### config.mk
export PLATFORM = sky130hd
export DESIGN_NAME = led_pwm
export DESIGN_NICKNAME = d
export VERILOG_FILES = /design/src/rtl/led_pwm.sv
export SDC_FILE = /design/constraint.sdc
export NUM_CORES = 1
export LEC_CHECK = 0
export CAP_MARGIN = 20
export CORE_AREA = 2 2 141 143
export DETAILED_ROUTE_END_ITERATION = 6
export DIE_AREA = 0 0 143 145
export GPL_TIMING_DRIVEN = 0
export PLACE_DENSITY = 0.67
export SLEW_MARGIN = 20
export SYNTH_ARGS = -nofsm -noshare
export SYNTH_HDL_FRONTEND = slang
export SYNTH_SLANG_ARGS = --single-unit
### constraint.sdc
create_clock -name ck -period 3.5 [get_ports ck]
set_clock_uncertainty 0.05 [all_clocks]
set_input_delay 0.875 -clock ck [delete_from_list [all_inputs] [get_ports ck]]
set_output_delay 0.875 -clock ck [all_outputs]
set_load 0.005 [all_outputs]
### src/rtl/led_pwm.sv
// ---------------------------------------------------------------------------
// led_pwm
//   Eight-channel LED PWM dimmer on the iomem bus. Each channel has an 8-bit
//   duty value. Writes land in a pending bank that is copied into the active
//   bank only when the PWM counter wraps. This keeps every output period
//   built from a single duty value, with no glitches when the duty changes.
//   The gpio leds drive the per-channel enables. These enables and CTRL are
//   not buffered and act on the next clock.
//
// Parameters
//   ADDR      block select, compared with iomem_addr[31:16]
//   PRESCALE  clocks per PWM count step (>= 1)
//
// Ports
//   ck           system clock
//   resetn       synchronous, active-low reset
//   iomem_valid  bus request
//   iomem_ready  one-cycle acknowledge, one cycle after the request is taken
//   iomem_wstrb  byte write strobes (0 = read)
//   iomem_addr   byte address: [31:16] block select, [4:2] register index
//   iomem_wdata  write data
//   iomem_rdata  read data (value before any write), valid while iomem_ready
//   enable       per-channel enable (gpio leds)
//   pwm_out      registered PWM outputs
//   period_tick  one-cycle pulse after each PWM period wrap
//
// Register map (index = iomem_addr[4:2])
//   0 DUTY_LO  R/W  bytes 0..3 = pending duty ch0..ch3
//   1 DUTY_HI  R/W  bytes 0..3 = pending duty ch4..ch7
//   2 CTRL     R/W  bit0 global enable, bit1 invert
//   3 STATUS   RO   [7:0] current counter
//   4..7       read 0, writes ignored
// ---------------------------------------------------------------------------
module led_pwm #(
    parameter logic [15:0] ADDR     = 16'h0400,
    parameter int unsigned PRESCALE = 16
) (
    input  logic        ck,
    input  logic        resetn,
    input  logic        iomem_valid,
    output logic        iomem_ready,
    input  logic [3:0]  iomem_wstrb,
    input  logic [31:0] iomem_addr,
    input  logic [31:0] iomem_wdata,
    output logic [31:0] iomem_rdata,
    input  logic [7:0]  enable,
    output logic [7:0]  pwm_out,
    output logic        period_tick
);

    // A prescaler of 1 still needs a 1-bit register. That register stays at 0,
    // so step is asserted on every clock.
    localparam int unsigned   PW         = (PRESCALE > 1) ? $clog2(PRESCALE) : 1;
    localparam logic [PW-1:0] PRESC_LAST = PW'(PRESCALE - 1);

    localparam logic [2:0] IDX_DUTY_LO = 3'd0;
    localparam logic [2:0] IDX_DUTY_HI = 3'd1;
    localparam logic [2:0] IDX_CTRL    = 3'd2;
    localparam logic [2:0] IDX_STATUS  = 3'd3;

    logic [PW-1:0] presc;
    logic          step;
    logic [7:0]    cnt;
    logic          wrap;

    logic [7:0]    pending [8];
    logic [7:0]    active  [8];
    logic          ctrl_en;
    logic          ctrl_inv;

    logic          sel;
    logic [2:0]    idx;
    logic [31:0]   rd_mux;

    // Only the block select and the register index are decoded.
    logic          unused_addr;
    assign unused_addr = ^{iomem_addr[15:5], iomem_addr[1:0]};

    // ------------------------------------------------------------------
    // Timebase
    // ------------------------------------------------------------------
    assign step = (presc == PRESC_LAST);
    assign wrap = step && (cnt == 8'hFF);

    always_ff @(posedge ck) begin
        if (!resetn) begin
            presc       <= '0;
            cnt         <= '0;
            period_tick <= 1'b0;
        end else begin
            presc       <= step ? '0 : presc + 1'b1;
            if (step)
                cnt <= cnt + 8'd1;
            period_tick <= wrap;
        end
    end

    // ------------------------------------------------------------------
    // Bus interface
    // ------------------------------------------------------------------
    // The !iomem_ready term stops one request from being taken twice.
    // Because of it, a request whose valid stays high is acknowledged on
    // every second cycle.
    assign sel = iomem_valid && !iomem_ready && (iomem_addr[31:16] == ADDR);
    assign idx = iomem_addr[4:2];

    always_comb begin
        rd_mux = '0;
        case (idx)
            IDX_DUTY_LO: rd_mux = {pending[3], pending[2], pending[1], pending[0]};
            IDX_DUTY_HI: rd_mux = {pending[7], pending[6], pending[5], pending[4]};
            IDX_CTRL:    rd_mux = {30'd0, ctrl_inv, ctrl_en};
            IDX_STATUS:  rd_mux = {24'd0, cnt};
            default:     rd_mux = '0;
        endcase
    end

    always_ff @(posedge ck) begin
        if (!resetn) begin
            iomem_ready <= 1'b0;
            iomem_rdata <= '0;
            ctrl_en     <= 1'b0;
            ctrl_inv    <= 1'b0;
            for (int unsigned i = 0; i < 8; i++)
                pending[i] <= '0;
        end else begin
            iomem_ready <= sel;
            // rd_mux is sampled in the same cycle as the write, so a write
            // returns the value the register held before it.
            iomem_rdata <= sel ? rd_mux : '0;
            if (sel) begin
                case (idx)
                    IDX_DUTY_LO: begin
                        for (int unsigned b = 0; b < 4; b++)
                            if (iomem_wstrb[b])
                                pending[b] <= iomem_wdata[8*b +: 8];
                    end
                    IDX_DUTY_HI: begin
                        for (int unsigned b = 0; b < 4; b++)
                            if (iomem_wstrb[b])
                                pending[4+b] <= iomem_wdata[8*b +: 8];
                    end
                    IDX_CTRL: begin
                        if (iomem_wstrb[0]) begin
                            ctrl_en  <= iomem_wdata[0];
                            ctrl_inv <= iomem_wdata[1];
                        end
                    end
                    default: ;
                endcase
            end
        end
    end

    // ------------------------------------------------------------------
    // Shadow load and PWM compare
    // ------------------------------------------------------------------
    // active is copied from the value pending holds before this clock edge.
    // A bus write that lands on the wrap edge therefore waits for the next
    // wrap.
    always_ff @(posedge ck) begin
        if (!resetn) begin
            pwm_out <= '0;
            for (int unsigned i = 0; i < 8; i++)
                active[i] <= '0;
        end else begin
            if (wrap) begin
                for (int unsigned i = 0; i < 8; i++)
                    active[i] <= pending[i];
            end
            for (int unsigned i = 0; i < 8; i++)
                pwm_out[i] <= (ctrl_en & enable[i] & (cnt < active[i])) ^ ctrl_inv;
        end
    end

endmodule

==> results.json <==
{
  "status": "complete, no violations",
  "rr_startpoint": "cnt[1]$_SDFFE_PN0P_",
  "yosys_warnings": 0,
  "dp.final_hpwl_um": 13700,
  "postSynthCellCount": 742,
  "endpoint_kind": "flop",
  "min_from": "presc[0]$_SDFF_PP0_",
  "hold_buffers": 0,
  "routed_wl_um": 18800,
  "grt_pass1_vias": 5707,
  "drv_cap": 0,
  "nets": 1004,
  "yosysTopAreaCell": "edfxtp_1",
  "yosys.area_share.simple_pct": 19.5,
  "fin_area_um2": 10500,
  "global_route.overflow_total": 0,
  "finalSetupTns_ns": 0,
  "num_antenna_cells": 0,
  "cts_setup_buffers": 0,
  "cts_buffer_depth": 2,
  "rows": 51,
  "ys_types": 40,
  "path_class": "primary input to flop",
  "crit_path_max_fanout": 10,
  "multi_input_area_um2": 3220,
  "cts_buffers": 17,
  "synth_xor_area_share_pct": 0.717,
  "startpoint_type": "primary input",
  "final_cells": 1145,
  "drive_gt1_share_pct": 6.25,
  "arrival_ns": 3.32,
  "core_um2": 19200,
  "relSlewSlack_pct": 41.7,
  "io_pins": 121,
  "ant_nets": 0,
  "drtIter0Drc": 348,
  "p_leak_nw": 4.01,
  "via_per_inst": 5.04,
  "synth-async-reset-ratio_pct": 0,
  "die_y_um": 145,
  "io_buffers": 105,
  "synth_flop_cell": "edfxtp_1",
  "seqCellArea_um2": 4960,
  "syn_avg_cell_area_um2": 11.5,
  "reg2regPathDepth": 7,
  "start_util_pct": 44.5,
  "grt_start_max_net_pins": 49,
  "grt_pass1_wl_um": 29600,
  "vias": 5775,
  "hold-path-endpoint": "presc[0]$_SDFF_PP0_",
  "place_congestion": 0.790,
  "htree_levels": 4,
  "first_pass_iters": 5,
  "finalHoldViolations": 0,
  "synth_fp_nets": 879,
  "r2r_slack_ns": 0.49,
  "synth-compound-area-share_pct": 6.26,
  "rsz0062_at_grt": "false",
  "die-area_um2": 20700,
  "synth.most_common_cell": "edfxtp_1",
  "slew_violations": 0,
  "die_w_um": 143,
  "cts_tree": "built",
  "synth_top_family_by_area": "simple AND/OR/NAND/NOR gates",
  "synthAdderAreaFrac_pct": 8.48,
  "root_buffer": "clkbuf_16",
  "fill_cells": 1666,
  "dp.cells": 1113,
  "post_cts_resized": 1,
  "antenna_found_initial": 0,
  "fin_crit_ns": 3.32,
  "finalSetupViolations": 0,
  "synth_mux_area_share_pct": 2.52,
  "routedWlPerCell_um": 16.4,
  "reg2reg_to": "active[0][13]$_SDFFCE_PN0P_",
  "ir_drop_v": 0.000369,
  "drc": 0,
  "synthTopCellsByCount": "edfxtp_1, nor2_1, and2_1",
  "grt_usage_pct": 19.0,
  "whs_path_depth": 1,
  "synth_edf_count": 128,
  "required_ns": 3.51,
  "ys_ff_latch": 184,
  "hold_path_class": "flop to flop",
  "power.density_nw_per_um2": 430,
  "synth.area.top_cells": "edfxtp_1, dfxtp_1, ha_1",
  "place_area_um2": 9970,
  "insertion_delay_ns": 0.44,
  "clock_sinks": 184,
  "yosysTopAreaCellShare_pct": 44.9,
  "max_freq_mhz": 301,
  "min_period_over_period_pct": 94.8,
  "netlist_area_um2": 8560,
  "path_clk_slew_ns": 0.07,
  "area_delta_synth_final_pct": 23.2,
  "worstMarginPinSlew_ns": 0.868,
  "seq_area_frac_synth_pct": 58.0
}
## cell usage in the layout, fill, tap and decap left out, types with 3 or more instances in the layout
| master | Yosys | routed |
|---|---|---|
| o21ai_0 | 24 | 18 |
| and2_1 | 83 | 83 |
| nor2b_1 | 27 | 27 |
| xor2_1 | 3 | 3 |
| ha_1 | 58 | 58 |
| a211oi_1 | 16 | 16 |
| xnor2_1 | 4 | 4 |
| clkdlybuf4s50_1 | 0 | 105 |
| nand4_1 | 10 | 10 |
| a22oi_1 | 24 | 24 |
| clkbuf_16 | 0 | 19 |
| mux2i_1 | 17 | 17 |
| dfxtp_1 | 56 | 56 |
| a21oi_1 | 9 | 9 |
| nor3_1 | 3 | 3 |
| nand2_1 | 47 | 46 |
| and4_1 | 4 | 4 |
| o21ai_1 | 0 | 6 |
| nor2_1 | 101 | 101 |
| and3_1 | 4 | 4 |
| clkbuf_1 | 19 | 22 |
| inv_1 | 58 | 58 |
| inv_4 | 0 | 3 |
| nand4_4 | 4 | 4 |
| edfxtp_1 | 128 | 128 |
| nor4_1 | 3 | 3 |
| buf_6 | 7 | 7 |
| nand3_1 | 4 | 4 |
| clkinv_2 | 0 | 3 |
| a2111oi_0 | 8 | 8 |
## routing by layer
metal	wire, um	GRT usage [%]	up-vias
met5	0	0	-
met4	431	7.38	0
met3	890	4.52	27
met2	9100	31.1	150
met1	8360	24.2	2746
li1	-	-	2852
## per-stage QoR
step           hold slack, ns  setup slack, ns  utilization [%]  power, mW
3_5_place_dp            0.443           -0.518             51.9       2.76
2_1_floorplan           0.380            0.523                -       2.62
3_3_place_gp            0.395           -0.925             51.7       2.75
6_report                0.459            0.182             54.9       4.53
4_1_cts                 0.455            0.172             54.9       4.56
5_1_grt                 0.479           0.0657             54.9       4.67
## state kept, by name, indices dropped and copies added, names as in the netlist
name	flops
ctrl_en	1
pending	64
ctrl_inv	1
pwm_out	8
presc	4
period_tick	1
active	64
iomem_rdata	32
iomem_ready	1
cnt	8
## how the worst max path moves through the flow
stage | from | endpoint | slack, ns | cells past startpoint
finish | iomem_addr[3] | pending[0][2]$_SDFFCE_PN0P_ | 0.18 | 5
global placement | resetn | active[1][23]$_SDFFCE_PN0P_ | -0.92 | 3
CTS | iomem_addr[3] | pending[0][3]$_SDFFCE_PN0P_ | 0.17 | 5
floorplan | iomem_addr[2] | pending[0][0]$_SDFFCE_PN0P_ | 0.52 | 5
detailed placement | iomem_addr[3] | pending[0][4]$_SDFFCE_PN0P_ | -0.52 | 5
global route | iomem_addr[3] | pending[0][3]$_SDFFCE_PN0P_ | 0.07 | 5
## logic make-up (layout without fill, tap and decap cells)
logic type | Yosys count | after routing
and+or+nand+nor | 305 | 305
DFF | 184 | 184
buffers and inverters | 88 | 226
AOI/OAI and AO/OA | 81 | 81
adders and majority gates | 58 | 58
muxes | 19 | 19
xor gates and xnor gates | 7 | 7
## layout make-up
type,instances,area share (%)
well taps,265,3.15
repair buffers,106,10.2
multi-input cells,470,30.5
plain buffers,30,1.59
clock buffers,23,4.75
inverters,58,2.07
flip-flops and latches,184,47.1
clock inverters,9,0.570
## critical path: stages
cell and delay [ns]:
clkdlybuf4s50_1 0.59, nor3_4 0.62, clkbuf_1 0.46, nand2_1 0.10, o21ai_1 0.67
## where the power goes
group,leakage [nW],switching [mW],internal [mW]
combinational,2.02,0.142,0.133
clock,0.283,0.801,1.01
sequential,1.71,0.0318,2.41
total,4.01,0.975,3.55
Power figures use the tool's default switching activity.
